### src/rtl/uart_pkg.sv
// rtl/uart_pkg.sv - shared UART state encoding, line levels and parity helper
package uart_pkg;

    typedef enum logic [2:0] {
        IDLE   = 3'd0,
        START  = 3'd1,
        DATA   = 3'd2,
        PARITY = 3'd3,
        STOP   = 3'd4
    } uart_state_e;

    localparam logic UART_IDLE_LVL  = 1'b1;
    localparam logic UART_START_LVL = 1'b0;

    // Parity over a zero-extended word; odd=1 inverts to give odd parity.
    function automatic logic uart_parity(input logic [15:0] data, input logic odd);
        return (^data) ^ odd;
    endfunction

endpackage

### src/rtl/uart_bit_timer.sv
// rtl/uart_bit_timer.sv - per-bit clock counter with a last-clock strobe
module uart_bit_timer #(
    parameter int CLKS_PER_BIT = 16
) (
    input  logic clk,
    input  logic reset,
    input  logic clear,
    output logic bit_done
);

    localparam int CNT_W = (CLKS_PER_BIT > 1) ? $clog2(CLKS_PER_BIT) : 1;
    localparam logic [CNT_W-1:0] LAST = CNT_W'(CLKS_PER_BIT - 1);

    logic [CNT_W-1:0] cnt_q;
    logic [CNT_W-1:0] cnt_d;

    // Count clocks within a bit; wrap at the last clock, hold at 0 while cleared.
    always_comb begin
        bit_done = (cnt_q == LAST);
        cnt_d    = cnt_q + CNT_W'(1);
        if (clear) begin
            cnt_d = '0;
        end else if (bit_done) begin
            cnt_d = '0;
        end
    end

    // Counter register with synchronous active-low reset.
    always_ff @(posedge clk) begin
        if (!reset) begin
            cnt_q <= '0;
        end else begin
            cnt_q <= cnt_d;
        end
    end

endmodule

### src/rtl/uart_tx_serializer.sv
// rtl/uart_tx_serializer.sv - valid/ready fed UART frame transmitter
module uart_tx_serializer
    import uart_pkg::*;
#(
    parameter int DATA_W       = 8,
    parameter int CLKS_PER_BIT = 16,
    parameter int PARITY_EN    = 0,
    parameter int PARITY_ODD   = 0
) (
    input  logic              clk,
    input  logic              reset,
    input  logic [DATA_W-1:0] d,
    input  logic              valid,
    output logic              ready,
    output logic              tx,
    output logic              busy
);

    localparam int BIT_W = $clog2(DATA_W + 1);
    localparam logic [BIT_W-1:0] LAST_BIT = BIT_W'(DATA_W - 1);

    uart_state_e       state_q, state_d;
    logic [DATA_W-1:0] shift_q, shift_d;
    logic [DATA_W-1:0] shift_next;
    logic [BIT_W-1:0]  bit_idx_q, bit_idx_d;
    logic              parity_q, parity_d;
    logic              tx_q, tx_d;
    logic              bit_done;
    logic              timer_clear;

    // The timer runs only while a frame is in flight, so it restarts at 0 on accept.
    assign timer_clear = (state_q == IDLE);

    uart_bit_timer #(
        .CLKS_PER_BIT (CLKS_PER_BIT)
    ) u_bit_timer (
        .clk      (clk),
        .reset    (reset),
        .clear    (timer_clear),
        .bit_done (bit_done)
    );

    assign ready      = (state_q == IDLE);
    assign busy       = !ready;
    assign tx         = tx_q;
    assign shift_next = shift_q >> 1;

    // Next-state and next line level; tx_d is the level of the bit that begins next clock.
    always_comb begin
        state_d   = state_q;
        shift_d   = shift_q;
        bit_idx_d = bit_idx_q;
        parity_d  = parity_q;
        tx_d      = tx_q;
        unique case (state_q)
            IDLE: begin
                tx_d = UART_IDLE_LVL;
                if (valid) begin
                    state_d   = START;
                    shift_d   = d;
                    bit_idx_d = '0;
                    parity_d  = uart_parity(16'(d), PARITY_ODD != 0);
                    tx_d      = UART_START_LVL;
                end
            end
            START: begin
                if (bit_done) begin
                    state_d = DATA;
                    tx_d    = shift_q[0];
                end
            end
            DATA: begin
                if (bit_done) begin
                    shift_d = shift_next;
                    if (bit_idx_q == LAST_BIT) begin
                        bit_idx_d = '0;
                        if (PARITY_EN != 0) begin
                            state_d = PARITY;
                            tx_d    = parity_q;
                        end else begin
                            state_d = STOP;
                            tx_d    = UART_IDLE_LVL;
                        end
                    end else begin
                        bit_idx_d = bit_idx_q + BIT_W'(1);
                        tx_d      = shift_next[0];
                    end
                end
            end
            PARITY: begin
                if (bit_done) begin
                    state_d = STOP;
                    tx_d    = UART_IDLE_LVL;
                end
            end
            STOP: begin
                if (bit_done) begin
                    state_d = IDLE;
                    tx_d    = UART_IDLE_LVL;
                end
            end
            default: begin
                state_d = IDLE;
                tx_d    = UART_IDLE_LVL;
            end
        endcase
    end

    // State and datapath registers; reset abandons any frame and parks the line high.
    always_ff @(posedge clk) begin
        if (!reset) begin
            state_q   <= IDLE;
            shift_q   <= '0;
            bit_idx_q <= '0;
            parity_q  <= 1'b0;
            tx_q      <= UART_IDLE_LVL;
        end else begin
            state_q   <= state_d;
            shift_q   <= shift_d;
            bit_idx_q <= bit_idx_d;
            parity_q  <= parity_d;
            tx_q      <= tx_d;
        end
    end

endmodule

### config.mk
export PLATFORM = sky130hd
export DESIGN_NAME = uart_tx_serializer
export DESIGN_NICKNAME = d
export VERILOG_FILES = /design/src/rtl/uart_pkg.sv /design/src/rtl/uart_bit_timer.sv /design/src/rtl/uart_tx_serializer.sv
export SDC_FILE = /design/constraint.sdc
export NUM_CORES = 1
export LEC_CHECK = 0
export CAP_MARGIN = 20
export CORE_UTILIZATION = 48
export CTS_BUF_LIST = sky130_fd_sc_hd__clkbuf_4 sky130_fd_sc_hd__clkbuf_8
export DETAILED_ROUTE_END_ITERATION = 10
export PLACE_DENSITY = 0.73
export SLEW_MARGIN = 20
export SYNTH_ARGS = -nofsm -noshare
export SYNTH_HDL_FRONTEND = slang
export SYNTH_SLANG_ARGS = --single-unit
### constraint.sdc
create_clock -name clk -period 1.75 [get_ports clk]
set_input_delay 0.525 -clock clk [delete_from_list [all_inputs] [get_ports clk]]
set_output_delay 0.525 -clock clk [all_outputs]
set_load 0.02 [all_outputs]
==> metrics, run 1 <==
status=completed; Setup Viol. Count Final=0; first-pass GRT wire length=roughly 3300 µm; Worst Hold Path EP=u_bit_timer.cnt_q[0]; EDFF count, synth=0; Hold/Removal Path Class=reg -> reg; # diodes=0; Remaining DRCs=0; die area=approximately 0.0023 mm²; synthesis-stage register bit count=20; commonest non-fill, non-tap cell in the layout=dfxtp_1; hold_buf cts=0; Syn Nets=123; Worst Path Required=roughly 1.9 ns; Tot GR Track Use=between 20% and 30%; Worst Tran Pin Value=approximately 0.33 ns; normalized max-slew margin=between 70% and 80%; Clock Latency Late Sink=around 0.29 ns; Critical Path Source Type=flip-flop; CP Max Fanout=6; Sw Pwr=about 240 µW; Port Buffers=13; clock network power share=28.3%; chip height=roughly 48 µm; commonest cells after routing, fill and taps aside=18 x dfxtp_1, 14 x nor2_1, 12 x buf_4, 10 x clkdlybuf4s50_1, 9 x mux2i_1; vias in the first global route=about 780; Vias/cell=about 5.5; clock sinks=20; WHS=0.423 ns; CP Class=reg -> reg; Sw Share=approximately 26%; largest net degree at the start of global routing=15; Cell Area, Placed=between 0.001 and 0.0015 mm²; Power Internal=694 µW; wirelength, routed=~2200 µm; Yosys cell types=35; Yosys top cell by area=dfxtp_1; Max-cap violations=0; Finished Cell Area=around 0.0013 mm²; Main synth FF type=dfxtp_1; Cell Rows=16; Max Buffers Root-to-Sink=2; Pleak=0.000490 µW; Max stage delay on crit path=between 0.3 and 0.4 ns; FF-to-FF setup slack=0.11 ns; most used cell, CP=a211oi_2; worst path cell trace=ha_2, nand4_1, a211oi_2, buf_2, buf_4, a211oi_2; CORE AREA=between 0.0015 and 0.002 mm²; Worst R2R End=shift_q[6]; Initial Util=between 50 and 60%; WL/cell=roughly 14 µm; total CTS buffers=3; Max IR drop VDD=around 0.52 mV; final net count=147; worst reg-to-reg path cell count=6; count of final hold-check violations=0; Final ANT Viol Nets=0; Placer Congestion=between 0.7 and 0.8; Logic pwr share=18.6%; PwrDens=747 mW/mm²; Mapped Cells=110; RSZ-0062 raised after global routing=no; Hold Path Origin=u_bit_timer.cnt_q[0]; crit path capture type=flip-flop; Worst path slowest cell=a211oi_2; antenna violations before repair=0; Syn. warnings=0; hpwl dp=between 1500 and 2000 µm; total power=roughly 940 µW; sequential power share=between 50% and 60%; Root Driver=clkbuf_4; First DRT Iteration DRCs=14; min Tclk post-route=1.64 ns; Area Growth Syn to Fin=25.3%; area of the mapped netlist=around 1000 µm²; Slew Limit Fails=0; Vias=between 800 and 900; grt ovf=0; Seq/Total Area, Yosys=40.1%; WP data arrival=1.83 ns; fill count=roughly 190; top cells by area, synth=dfxtp_1 40%, mux2i_1 9.0%, a211oi_1 5.3%; Yosys top cell area share=between 40% and 50%; Critical R2R Launch=u_bit_timer.cnt_q[1]; Avg Cell Area, Syn=approximately 9.1 µm²; skew final=approximately 0.0011 ns; Die Wd=between 40 and 50 µm; hold path depth=1; 1st-pass router iterations=4; Worst-path clk slew=0.11 ns; CTS H-tree lvls=1; Post-synth ARST share=0%; io pins=14; CTS tree=built; layout cell share with drive strength beyond 1=around 23%; crit share post-route=roughly 94%; Fmax=around 600 MHz
==> power by group through the flow <==
stage,clock network (µW),logic [µW],registers [µW]
global route,281,191,500
floorplan,0,90.2,506
CTS,270,168,497
finish,265,174,497
detailed placement,0,171,508
global placement,0,163,506
==> metrics by stage <==
stage / utilization [%] / setup TNS [ns] / setup WS (ns) / std cells
after floorplan: - / 0 / 0.196 / 110
after global placement: 61.2 / -1.13 / -0.157 / 154
after detailed placement: 61.2 / -1.54 / -0.209 / 154
after CTS: 63.1 / 0 / 0.0105 / 158
after global routing: 63.8 / 0 / 0.0271 / 160
final: 63.8 / 0 / 0.113 / 160
==> cells in the mapped netlist (all sizes together), types with 2 or more instances <==
| cell type | number |
|---|---|
| a211oi | 8 |
| and3 | 2 |
| buf | 6 |
| clkbuf | 2 |
| dfxtp | 20 |
| ha | 2 |
| inv | 6 |
| mux2i | 9 |
| nand2 | 6 |
| nand2b | 2 |
| nand3 | 6 |
| nand4 | 3 |
| nor2 | 14 |
| nor3 | 4 |
| o21ai | 5 |
| o31ai | 2 |
==> area by class of cell <==
type,instances,area [µm²],share of cell area (%)
Multi-Input combinational cell,76,532,42.5
Sequential cell,20,403,32.2
Timing Repair Buffer,27,225,18.0
Clock buffer,4,36.3,2.90
Tap cell,27,33.8,2.70
Inverter,6,22.5,1.80
==> flip-flops by register name, indices dropped and copies added, names as in the netlist <==
name	count
shift_q	8
bit_idx_q	4
u_bit_timer.cnt_q	4
state_q	3
tx	1
==> critical path: cells and delay by family, from the launching register on <==
kind,cells,cell delay [ns]
flip-flops,1,0.35
AO/OA/AOI/OAI,2,0.43
adder cells (fa/ha/maj),1,0.22
AND/OR/NAND/NOR,1,0.17
buffers and inverters,2,0.36
==> timing repair <==
| action | 4_1_cts | 5_1_grt |
|---|---|---|
| gates cloned | 0 | 1 |
| buffers inserted | 0 | 1 |
| endpoints found under the setup margin | 3 | 5 |
| resized for setup | 6 | 7 |
| pin swaps | 0 | 2 |
==> logic make-up (layout without fill, tap and decap cells) <==
group / count (synthesis) / after routing / synth area share [%]
multiplexers: 9 / 9 / 9.01
adder cells (fa/ha/maj): 2 / 2 / 2.50
buffers and inverters: 14 / 37 / 7.51
AO/OA/AOI/OAI: 22 / 22 / 16.5
XOR/XNOR: 2 / 2 / 1.75
flip-flops: 20 / 20 / 40.0
AND/OR/NAND/NOR: 41 / 41 / 22.7
==> worst max-delay path by stage <==
stage | end | from | slack (ns) | cells past startpoint
after floorplan | state_q[0] | state_q[0] | 0.20 | 6
after global placement | shift_q[5] | valid | -0.16 | 6
after detailed placement | shift_q[6] | valid | -0.21 | 6
after CTS | ready | state_q[2] | 0.01 | 2
after global routing | shift_q[5] | u_bit_timer.cnt_q[1] | 0.03 | 6
final | shift_q[6] | u_bit_timer.cnt_q[1] | 0.11 | 6
==> layer usage <==
| layer | vias to the layer above | global-route usage (%) | part of all wire [%] |
|---|---|---|---|
| li1 | 444 | - | - |
| met1 | 411 | 27.3 | 48 |
| met2 | 15 | 34.2 | 49 |
| met3 | 4 | 4.91 | 2.3 |
| met4 | 0 | 7.78 | 1.2 |
| met5 | - | 0 | 0 |
Power figures use the tool's default switching activity.
==> run 2, diff against run 1 <==
--- a/config.mk
+++ b/config.mk
@@ -9,6 +9,7 @@
 export CORE_UTILIZATION = 48
 export CTS_BUF_LIST = sky130_fd_sc_hd__clkbuf_4 sky130_fd_sc_hd__clkbuf_8
 export DETAILED_ROUTE_END_ITERATION = 10
+export GPL_TIMING_DRIVEN = 0
 export PLACE_DENSITY = 0.73
 export SLEW_MARGIN = 20
 export SYNTH_ARGS = -nofsm -noshare
==> run 2 against run 1 <==
Net effect: wire length decreased by 4.6%; largest cell class unchanged; via count decreased by 0.34%; critical endpoint is now busy; hold slack improved by 0.0068 ns; first-iteration DRC count decreased by 36%.
==> metrics, run 2 (synthesized netlist as in run 1, its figures left out) <==
CTS H-tree lvls=1; commonest cells after routing, fill and taps aside=16 x dfxtp_1, 14 x nor2_1, 9 x mux2i_1, 8 x clkdlybuf4s50_1; CP Max Fanout=12; Hold Path Origin=u_bit_timer.cnt_q[0]; layout cell share with drive strength beyond 1=about a fifth; max reg flops=8; chip height=47.6 µm; Remaining DRCs=0; Sw Share=between 20% and 30%; Worst-path clk slew=~0.12 ns; WHS=between 0.4 and 0.5 ns; setup TNS=0 ns; worst path cell trace=nor3_4, inv_2, buf_4; crit share post-route=97.1%; Tot GR Track Use=about a fifth; Biggest register=shift_q; largest net degree at the start of global routing=12; wirelength, routed=2070 µm; Worst path slowest cell=dfxtp_4; grt ovf=0; Logic pwr share=approximately 18%; hold path depth=1; Cell Rows=16; Max stage delay on crit path=0.41 ns; CP Class=reg -> out; Die Wd=around 48 µm; final net count=approximately 140; FF-to-FF setup slack=around 0.080 ns; crit path capture type=output port; Max-cap violations=0; hpwl dp=around 1400 µm; Power Internal=roughly 690 µW; io pins=14; Max IR drop VDD=around 0.52 mV; Sw Pwr=approximately 250 µW; die area=about 0.0023 mm²; First DRT Iteration DRCs=9; Setup Viol. Count Final=0; clock sinks=20; Slew Limit Fails=0; WL/cell=13.2 µm; RSZ-0062 raised after global routing=no; delay-heaviest family, CP=flip-flops; min Tclk post-route=1.70 ns; worst reg-to-reg path cell count=6; Root Driver=clkbuf_4; final setup margin=approximately 0.05 ns; status=completed; Worst Tran Pin Value=between 0.4 and 0.5 ns; normalized max-slew margin=a little under 70%; Clock Latency Late Sink=roughly 0.31 ns; Vias/cell=around 5.6; clock network power share=~29%; WP data arrival=1.17 ns; sequential power share=a little over half; Worst Path Required=1.22 ns; CTS tree=built; Placer Congestion=~0.77; 1st-pass router iterations=7; Worst Hold Path EP=u_bit_timer.cnt_q[0]; Max Buffers Root-to-Sink=2; Fmax=a little under 600 MHz; Initial Util=between 50% and 60%; WP buf/inv=2; Worst R2R End=bit_idx_q[3]; Critical R2R Launch=u_bit_timer.cnt_q[0]; total CTS buffers=3; Setup WS pre-CTS=-0.370 ns; Critical Path Source Type=flip-flop; Hold/Removal Path Class=reg -> reg; Final ANT Viol Nets=0; # diodes=0; commonest non-fill, non-tap cell in the layout=dfxtp_1; PwrDens=765 mW/mm²; Port Buffers=12; Area Growth Syn to Fin=22.2%; antenna violations before repair=0; largest registers=shift_q: 8 flops, bit_idx_q: 4 flops, u_bit_timer.cnt_q: 4 flops; first-pass GRT wire length=between 3000 and 4000 µm; fill count=186; hold_buf cts=0; skew final=a little over 0.01 ns; vias in the first global route=690; Vias=871; count of final hold-check violations=0; Pleak=0.000470 µW; CORE AREA=0.00196 mm²
==> run 2: cell types whose count changed in the layout (fill, tap and decap cells not counted), moves of 2 or more <==
cell             previous run  this run
dfxtp_1                    18        16
clkbuf_1                    0         2
clkdlybuf4s50_1            10         8
buf_4                      12         7
==> run 2: layout make-up <==
cell class | count | area (µm²) | area share [%]
repair buffers | 17 | 151 | 12.4
multi-input cells | 76 | 527 | 43.1
inverters | 6 | 22.5 | 1.84
clock buffers | 4 | 36.3 | 2.97
well taps | 27 | 33.8 | 2.77
flip-flops and latches | 20 | 408 | 33.4
plain buffers | 6 | 42.5 | 3.48
==> run 2: how the worst max path moves through the flow <==
stage                          start      endpoint  cells after the start
after floorplan           state_q[0]    state_q[0]                      6
after global placement         valid  bit_idx_q[3]                      6
after detailed placement       valid  bit_idx_q[3]                      6
after CTS                      valid  bit_idx_q[3]                      6
after global routing      state_q[1]          busy                      3
final                     state_q[1]          busy                      3
==> run 2: layer usage <==
metal | part of all wire (%) | vias to the layer above | routed length (µm) | global-route usage [%]
li1 | - | 436 | - | -
met2 | 47 | 26 | 968 | 32.3
met1 | 47 | 402 | 971 | 26.0
met3 | 4.2 | 7 | 86 | 2.26
met5 | 0 | - | 0 | 0
met4 | 1.9 | 0 | 39 | 8.33
==> run 2: power groups by stage <==
stage                     logic [µW]  registers, µW  clock network, µW
after global placement           146            504                  0
after CTS                        156            495                277
after floorplan                 90.2            506                  0
final                            165            494                275
after global routing             182            497                297
after detailed placement         151            505                  0
==> run 2: per-stage QoR <==
stage                     instances  cell area [µm²]  total power, µW  utilization [%]
after global routing            156             1220              976             62.2
after detailed placement        149             1150              656             58.8
after CTS                       155             1210              927             61.5
after global placement          149             1150              650             58.8
final                           156             1220              934             62.2
after floorplan                 110             1000              596                -
==> run 2: timing repair <==
| item | CTS | global route |
|---|---|---|
| endpoints found under the setup margin | 4 | 9 |
| gates cloned | 0 | 1 |
| setup buffers | 2 | 2 |
| pin swaps | 1 | 3 |
| resized for setup | 15 | 10 |
